<file path="src/rtl/hood_pkg.sv">
// Shared types and constants for the range-hood controller and its
// usage monitor.
package hood_pkg;

  localparam logic [1:0] MODE_IDLE = 2'b00;
  localparam logic [1:0] MODE_L1   = 2'b01;
  localparam logic [1:0] MODE_L2   = 2'b10;
  localparam logic [1:0] MODE_L3   = 2'b11;

  localparam logic [6:0] MAX_H  = 7'd99;
  localparam logic [5:0] MAX_MS = 6'd59;

  typedef enum logic [1:0] {
    MON_MONITOR  = 2'd0,
    MON_REMIND   = 2'd1,
    MON_CLEANING = 2'd2
  } mon_state_e;

  typedef struct packed {
    logic [1:0] hund;
    logic [3:0] tens;
    logic [3:0] ones;
  } cd_bcd_t;

  function automatic cd_bcd_t to_bcd(input logic [7:0] v);
    cd_bcd_t    b;
    logic [7:0] r;
    logic [7:0] t8;
    logic [7:0] o8;
    if (v >= 8'd200) begin
      b.hund = 2'd2;
      r      = v - 8'd200;
    end else if (v >= 8'd100) begin
      b.hund = 2'd1;
      r      = v - 8'd100;
    end else begin
      b.hund = 2'd0;
      r      = v;
    end
    t8     = r / 8'd10;
    o8     = r % 8'd10;
    b.tens = t8[3:0];
    b.ones = o8[3:0];
    return b;
  endfunction

endpackage

</file>
<file path="src/rtl/hood_usage_monitor_if.sv">
// Status bundle between the fan controller side and the usage
// monitor, plus the monitor's display/reminder outputs.
interface hood_usage_monitor_if;
  logic       is_on;
  logic [1:0] mode;
  logic       busy;
  logic [7:0] countdown;
  logic       countdown_active;
  logic       clean_key;
  logic       sec_tick;
  logic [6:0] run_h;
  logic [5:0] run_m;
  logic [5:0] run_s;
  logic       clean_remind;
  logic       cleaning_active;
  logic [7:0] hurricane_cnt;
  logic [1:0] cd_hund;
  logic [3:0] cd_tens;
  logic [3:0] cd_ones;
  logic       cd_valid;

  modport master (
    output is_on, mode, busy, countdown,
    output countdown_active, clean_key,
    input  sec_tick, run_h, run_m, run_s,
    input  clean_remind, cleaning_active,
    input  hurricane_cnt, cd_hund, cd_tens,
    input  cd_ones, cd_valid
  );

  modport slave (
    input  is_on, mode, busy, countdown,
    input  countdown_active, clean_key,
    output sec_tick, run_h, run_m, run_s,
    output clean_remind, cleaning_active,
    output hurricane_cnt, cd_hund, cd_tens,
    output cd_ones, cd_valid
  );
endinterface

</file>
<file path="src/rtl/hood_sec_prescaler.sv">
// Free-running divider producing a one-cycle pulse
// once every CLK_HZ clocks.
module hood_sec_prescaler #(
  parameter int CLK_HZ = 100_000_000
) (
  input  logic clk,
  input  logic rst,
  output logic sec_tick
);
  localparam int W = (CLK_HZ > 1) ? $clog2(CLK_HZ) : 1;
  localparam logic [W-1:0] LAST = W'(CLK_HZ - 1);

  logic [W-1:0] cnt_q;
  logic [W-1:0] cnt_d;

  // advance the count, wrapping after the last cycle of each second
  always_comb begin
    cnt_d = cnt_q + 1'b1;
    if (cnt_q == LAST) cnt_d = '0;
  end

  // prescaler phase register
  always_ff @(posedge clk or posedge rst) begin
    if (rst) cnt_q <= '0;
    else     cnt_q <= cnt_d;
  end

  assign sec_tick = (cnt_q == LAST);
endmodule

</file>
<file path="src/rtl/hood_usage_monitor.sv">
// Fan run-time accumulator, filter-cleaning reminder FSM,
// hurricane-entry counter and countdown BCD conversion.
module hood_usage_monitor
  import hood_pkg::*;
#(
  parameter int CLK_HZ         = 100_000_000,
  parameter int REMIND_SEC     = 36000,
  parameter int CLEAN_HOLD_SEC = 3
) (
  input logic                 clk,
  input logic                 rst,
  hood_usage_monitor_if.slave bus
);
  localparam logic [23:0] REMIND_TOT = 24'(REMIND_SEC);
  localparam logic [15:0] HOLD_INIT  = 16'(CLEAN_HOLD_SEC);

  logic        sec_tick;
  mon_state_e  state_q, state_d;
  logic [6:0]  run_h_q, run_h_d;
  logic [5:0]  run_m_q, run_m_d;
  logic [5:0]  run_s_q, run_s_d;
  logic [23:0] total_q, total_d;
  logic [15:0] hold_q, hold_d;
  logic [1:0]  mode_q, mode_qq;
  logic [7:0]  hur_q, hur_d;
  cd_bcd_t     bcd_q, bcd_d;
  logic        cdv_q;
  logic        accept;
  logic        run_en;
  logic        at_max;

  hood_sec_prescaler #(.CLK_HZ(CLK_HZ)) u_presc (
    .clk      (clk),
    .rst      (rst),
    .sec_tick (sec_tick)
  );

  // next state, run-time counters and cleaning hold timer
  always_comb begin
    state_d = state_q;
    run_h_d = run_h_q;
    run_m_d = run_m_q;
    run_s_d = run_s_q;
    total_d = total_q;
    hold_d  = hold_q;
    accept  = bus.clean_key && (bus.mode == MODE_IDLE)
           && !bus.busy && (state_q != MON_CLEANING);
    run_en  = sec_tick && bus.busy && bus.is_on
           && (state_q != MON_CLEANING) && !accept;
    at_max  = (run_h_q == MAX_H) && (run_m_q == MAX_MS)
           && (run_s_q == MAX_MS);

    if (accept) begin
      run_h_d = '0;
      run_m_d = '0;
      run_s_d = '0;
      total_d = '0;
      hold_d  = HOLD_INIT;
    end else if (run_en) begin
      if (total_q != '1) total_d = total_q + 24'd1;
      if (!at_max) begin
        if (run_s_q == MAX_MS) begin
          run_s_d = '0;
          if (run_m_q == MAX_MS) begin
            run_m_d = '0;
            run_h_d = run_h_q + 7'd1;
          end else begin
            run_m_d = run_m_q + 6'd1;
          end
        end else begin
          run_s_d = run_s_q + 6'd1;
        end
      end
    end

    unique case (state_q)
      MON_MONITOR: begin
        if (accept)                     state_d = MON_CLEANING;
        else if (total_d == REMIND_TOT) state_d = MON_REMIND;
      end
      MON_REMIND: begin
        if (accept) state_d = MON_CLEANING;
      end
      MON_CLEANING: begin
        if (sec_tick) begin
          if (hold_q <= 16'd1) begin
            hold_d  = '0;
            state_d = MON_MONITOR;
          end else begin
            hold_d = hold_q - 16'd1;
          end
        end
      end
      default: state_d = MON_MONITOR;
    endcase
  end

  // FSM and run-time state registers
  always_ff @(posedge clk or posedge rst) begin
    if (rst) begin
      state_q <= MON_MONITOR;
      run_h_q <= '0;
      run_m_q <= '0;
      run_s_q <= '0;
      total_q <= '0;
      hold_q  <= '0;
    end else begin
      state_q <= state_d;
      run_h_q <= run_h_d;
      run_m_q <= run_m_d;
      run_s_q <= run_s_d;
      total_q <= total_d;
      hold_q  <= hold_d;
    end
  end

  // count rising entries into hurricane mode, saturating
  always_comb begin
    hur_d = hur_q;
    if ((mode_qq != MODE_L3) && (mode_q == MODE_L3)
        && (hur_q != 8'hff))
      hur_d = hur_q + 8'd1;
  end

  // mode sample pipeline and hurricane counter
  always_ff @(posedge clk or posedge rst) begin
    if (rst) begin
      mode_q  <= MODE_IDLE;
      mode_qq <= MODE_IDLE;
      hur_q   <= '0;
    end else begin
      mode_q  <= bus.mode;
      mode_qq <= mode_q;
      hur_q   <= hur_d;
    end
  end

  // BCD digits only while the countdown is valid
  always_comb begin
    bcd_d = '0;
    if (bus.countdown_active) bcd_d = to_bcd(bus.countdown);
  end

  // registered display digits
  always_ff @(posedge clk or posedge rst) begin
    if (rst) begin
      bcd_q <= '0;
      cdv_q <= 1'b0;
    end else begin
      bcd_q <= bcd_d;
      cdv_q <= bus.countdown_active;
    end
  end

  assign bus.sec_tick        = sec_tick;
  assign bus.run_h           = run_h_q;
  assign bus.run_m           = run_m_q;
  assign bus.run_s           = run_s_q;
  assign bus.clean_remind    = (state_q == MON_REMIND);
  assign bus.cleaning_active = (state_q == MON_CLEANING);
  assign bus.hurricane_cnt   = hur_q;
  assign bus.cd_hund         = bcd_q.hund;
  assign bus.cd_tens         = bcd_q.tens;
  assign bus.cd_ones         = bcd_q.ones;
  assign bus.cd_valid        = cdv_q;
endmodule

</file>
<file path="src/flat_wrapper.sv">
// flat-port wrapper written by rule: the top's interface ports become plain ports
module hood_usage_monitor_flat import hood_pkg::*;
#(
  parameter int CLK_HZ         = 100_000_000,
  parameter int REMIND_SEC     = 36000,
  parameter int CLEAN_HOLD_SEC = 3
)
  (clk, rst, bus_is_on, bus_mode, bus_busy, bus_countdown, bus_countdown_active, bus_clean_key, bus_sec_tick, bus_run_h, bus_run_m, bus_run_s, bus_clean_remind, bus_cleaning_active, bus_hurricane_cnt, bus_cd_hund, bus_cd_tens, bus_cd_ones, bus_cd_valid);
  hood_usage_monitor_if bus_i ();
  input logic clk;
  input logic rst;
  input wire logic [$bits(bus_i.is_on)-1:0] bus_is_on;
  input wire logic [$bits(bus_i.mode)-1:0] bus_mode;
  input wire logic [$bits(bus_i.busy)-1:0] bus_busy;
  input wire logic [$bits(bus_i.countdown)-1:0] bus_countdown;
  input wire logic [$bits(bus_i.countdown_active)-1:0] bus_countdown_active;
  input wire logic [$bits(bus_i.clean_key)-1:0] bus_clean_key;
  output wire logic [$bits(bus_i.sec_tick)-1:0] bus_sec_tick;
  output wire logic [$bits(bus_i.run_h)-1:0] bus_run_h;
  output wire logic [$bits(bus_i.run_m)-1:0] bus_run_m;
  output wire logic [$bits(bus_i.run_s)-1:0] bus_run_s;
  output wire logic [$bits(bus_i.clean_remind)-1:0] bus_clean_remind;
  output wire logic [$bits(bus_i.cleaning_active)-1:0] bus_cleaning_active;
  output wire logic [$bits(bus_i.hurricane_cnt)-1:0] bus_hurricane_cnt;
  output wire logic [$bits(bus_i.cd_hund)-1:0] bus_cd_hund;
  output wire logic [$bits(bus_i.cd_tens)-1:0] bus_cd_tens;
  output wire logic [$bits(bus_i.cd_ones)-1:0] bus_cd_ones;
  output wire logic [$bits(bus_i.cd_valid)-1:0] bus_cd_valid;
  assign bus_i.is_on = bus_is_on;
  assign bus_i.mode = bus_mode;
  assign bus_i.busy = bus_busy;
  assign bus_i.countdown = bus_countdown;
  assign bus_i.countdown_active = bus_countdown_active;
  assign bus_i.clean_key = bus_clean_key;
  assign bus_sec_tick = bus_i.sec_tick;
  assign bus_run_h = bus_i.run_h;
  assign bus_run_m = bus_i.run_m;
  assign bus_run_s = bus_i.run_s;
  assign bus_clean_remind = bus_i.clean_remind;
  assign bus_cleaning_active = bus_i.cleaning_active;
  assign bus_hurricane_cnt = bus_i.hurricane_cnt;
  assign bus_cd_hund = bus_i.cd_hund;
  assign bus_cd_tens = bus_i.cd_tens;
  assign bus_cd_ones = bus_i.cd_ones;
  assign bus_cd_valid = bus_i.cd_valid;
  hood_usage_monitor #(.CLK_HZ(CLK_HZ), .REMIND_SEC(REMIND_SEC), .CLEAN_HOLD_SEC(CLEAN_HOLD_SEC)) u_core (.clk(clk), .rst(rst), .bus(bus_i));
endmodule
</file>
<file path="config.mk">
export PLATFORM = sky130hd
export DESIGN_NAME = hood_usage_monitor_flat
export DESIGN_NICKNAME = d
export VERILOG_FILES = /design/src/rtl/hood_pkg.sv /design/src/rtl/hood_usage_monitor_if.sv /design/src/rtl/hood_sec_prescaler.sv /design/src/rtl/hood_usage_monitor.sv /design/src/flat_wrapper.sv
export SDC_FILE = /design/constraint.sdc
export NUM_CORES = 1
export LEC_CHECK = 0
export BUFFER_PORTS_ARGS = -buffer_cell sky130_fd_sc_hd__buf_4
export CORE_ASPECT_RATIO = 0.6
export CORE_MARGIN = 3
export CORE_UTILIZATION = 60
export CTS_BUF_LIST = sky130_fd_sc_hd__clkbuf_16
export DETAILED_ROUTE_END_ITERATION = 10
export PLACE_DENSITY = 0.88
export SLEW_MARGIN = 20
export SYNTH_ARGS = -nofsm -noshare
export SYNTH_HDL_FRONTEND = slang
export SYNTH_SLANG_ARGS = --single-unit
</file>
<file path="constraint.sdc">
create_clock -name clk -period 5 [get_ports clk]
set_input_delay 0.25 -clock clk [delete_from_list [all_inputs] [get_ports clk]]
set_output_delay 0.25 -clock clk [all_outputs]
set_load 0.01 [all_outputs]
</file>
==> impl_metrics.json <==
{
  "outcome": "completed",
  "drt_iter0_markers": 590,
  "path_clk_slew_ps": 80,
  "cts_setup_buffers": 0,
  "postSynthCellCount": 703,
  "grt_pass1_wl_um": 26900,
  "worst_pin_slew_ps": 977,
  "synth_edf_count": 0,
  "avgViaCountPerCell": 6.42,
  "die_w_um": 139,
  "syn_nets": 732,
  "yosys.area.top_type": "dfrtp_1",
  "grt_pass1_vias": 5545,
  "io_pins": 57,
  "synth-seq-cells": 111,
  "hold_viol_final": 0,
  "yosys.area.top_type_share_pct": 43.4,
  "rows": 28,
  "max_freq_mhz": 327,
  "slew_headroom_pct": 34.9,
  "final_util_pct": 70.2,
  "first_pass_iters": 5,
  "maxCapViolCount": 0,
  "nets": 772,
  "clock_latency_ps": 350,
  "power.leakage_nw": 3.07,
  "die_h_um": 86,
  "initial_core_util_pct": 63.2,
  "vias": 5666,
  "globalRouteOverflowTotal": 0,
  "drc_errors": 0,
  "yosysWarningCount": 0,
  "critical_path.startpoint_type": "register",
  "holdWs_ps": 13.7,
  "antenna-diode-count": 0,
  "cts_max_level": 3,
  "crit_arrival_ps": 3290,
  "drt_wl_total_um": 15800,
  "hp-class": "input port to register",
  "rsz0062_at_grt": "false",
  "critPathMaxFanout": 26,
  "critPathCaptureType": "register",
  "syn_area_per_cell_um2": 9.10,
  "synthTopCellsByArea": "dfrtp_1, nor2_1, xor2_1, o21ai_0, nand2_1",
  "clock-root-buffer": "clkbuf_16",
  "hold_depth": 1,
  "finalSetupTns_ps": 0,
  "grt_max_degree": 65,
  "drtAntennaViolNets": 0,
  "critPathRequiredTime_ps": 5230,
  "clockBufferDepth": 2,
  "clock_sinks": 111,
  "reg2reg_depth": 8,
  "syn2layout_area_growth_pct": 11.1,
  "ir_worst_vdd_v": 0.000235,
  "die_area_mm2": 0.0120,
  "yosysUniqueCellTypes": 74,
  "synth_ff_type": "dfrtp_1",
  "place_congestion": 0.974,
  "clock_skew_ps": 11.0,
  "seq_area_frac_synth_pct": 43.4,
  "grt.total_usage_pct": 27.3,
  "powerDensity_mw_per_mm2": 263,
  "drive_gt1_share_pct": 14.2,
  "antenna_found_initial": 0,
  "synthArstFlopShare_pct": 100,
  "min_period_ps": 3060,
  "setup-violations-final": 0,
  "cts_hold_buffers": 0,
  "cts_tree": "built",
  "layout.cells.non_filler": 883,
  "ctsResizeCount": 0,
  "core-area_mm2": 0.0101,
  "maxSlewViolCount": 0,
  "dp.final_hpwl_um": 11100,
  "power_w": 0.00187,
  "wl_per_cell_um": 17.9,
  "synth_area_mm2": 0.00640,
  "path_class": "register to register",
  "port_buffers": 56,
  "cts_inserted_buffers": 9,
  "dp_cells": 867,
  "period_share_pct": 61.2
}
[synthesized netlist by cell type, types with 5 or more instances]
master	instances
dfrtp_1	111
nor2_1	85
nand2_1	63
o21ai_0	48
xor2_1	35
nand3_1	34
a21oi_1	32
nand4_1	23
xnor2_1	22
nor3_1	20
clkbuf_1	16
and3_1	15
inv_1	15
ha_1	13
o31ai_1	13
nor2b_1	11
or3_1	10
and2_1	9
nand2b_1	8
a31oi_1	6
and4_1	6
nor4_1	6
o21a_1	5
or2_2	5
[worst paths after layout]
path / from / end / slack, ps
max: u_core.hold_q[8] / u_core.hold_q[15] / 1940
min: bus_mode[1] / u_core.mode_q[1] / 10
max reg2reg: u_core.hold_q[8] / u_core.hold_q[15] / 1940
min reg2reg: u_core.mode_q[0] / u_core.mode_qq[0] / 380
max in group asynchronous: rst / u_core.bus.run_s[5] / 3860
min in group asynchronous: rst / u_core.bus.cd_valid / 40
[cell type report]
type                            count  area [µm²]
Clock buffer                        9         225
Clock inverter                      7        41.3
Fill cell                         768        3010
Inverter                           15        58.8
Multi-Input combinational cell    547        3400
Sequential cell                   111        2780
Tap cell                          135         169
Timing Repair Buffer               59         443
[worst max-delay path: stages (launching register included)]
cell and delay, ps:
dfrtp_1 440, or3_1 440, nor3_1 230, nand2b_1 160, nor4_1 480, or2_1 700, nand2b_1 300, or4_1 140
nand2_1 50
[through the flow]
stage / area, µm² / setup slack, ps
after floorplan: 6400 / 1820
after global placement: 6840 / 2080
after detailed placement: 6840 / 1910
after CTS: 7110 / 1960
after global routing: 7110 / 1630
final: 7110 / 1940
[where the power goes]
part | internal [W] | switching (W)
sequential | 0.000930 | 0.0000347
clock | 0.000335 | 0.000331
combinational | 0.000103 | 0.000135
total | 0.00137 | 0.000501
[routing by layer]
| layer | vias to the layer above | share of wire, % | wire, µm | GRT usage [%] |
|---|---|---|---|---|
| li1 | 2589 | - | - | - |
| met1 | 2747 | 44 | 6980 | 37.7 |
| met2 | 286 | 45 | 7060 | 42.4 |
| met3 | 44 | 9.0 | 1430 | 7.08 |
| met4 | 0 | 2.4 | 377 | 9.50 |
| met5 | - | 0 | 0 | 0 |
[cell usage in the layout (no fill, tap or decap), types with 8 or more instances in the layout]
cell type and n:
xnor2_1 22, and2_1 9, nor3_1 20, nor2b_1 11, dfrtp_1 111, and3_1 15, ha_1 13, o21ai_0 48
xor2_1 35, nand2_1 63, a21oi_1 32, nand2b_1 8, nand4_1 23, o31ai_1 13, buf_4 59, inv_1 16
clkbuf_16 9, or3_1 10, nor2_1 84, nand3_1 34
[registers in the layout (all words and copies together), names as in the netlist]
register,flops
u_core.hold_q,16
u_core.bus.cd_tens,4
u_core.bus.hurricane_cnt,8
u_core.state_q,2
u_core.bus.run_s,6
u_core.bus.run_h,7
u_core.mode_q,2
u_core.bus.run_m,6
u_core.mode_qq,2
u_core.u_presc.cnt_q,27
u_core.total_q,24
u_core.bus.cd_valid,1
u_core.bus.cd_ones,4
u_core.bus.cd_hund,2
[cell families after synthesis]
logic type	Yosys count	share of synthesized area, %
buffers and inverters	45	3.58
XOR/XNOR	57	7.80
multiplexers	7	1.15
flip-flops	111	43.4
AND/OR/NAND/NOR	327	27.0
AO/OA/AOI/OAI	143	14.5
adder cells (fa/ha/maj)	13	2.54
Power figures use the tool's default switching activity.
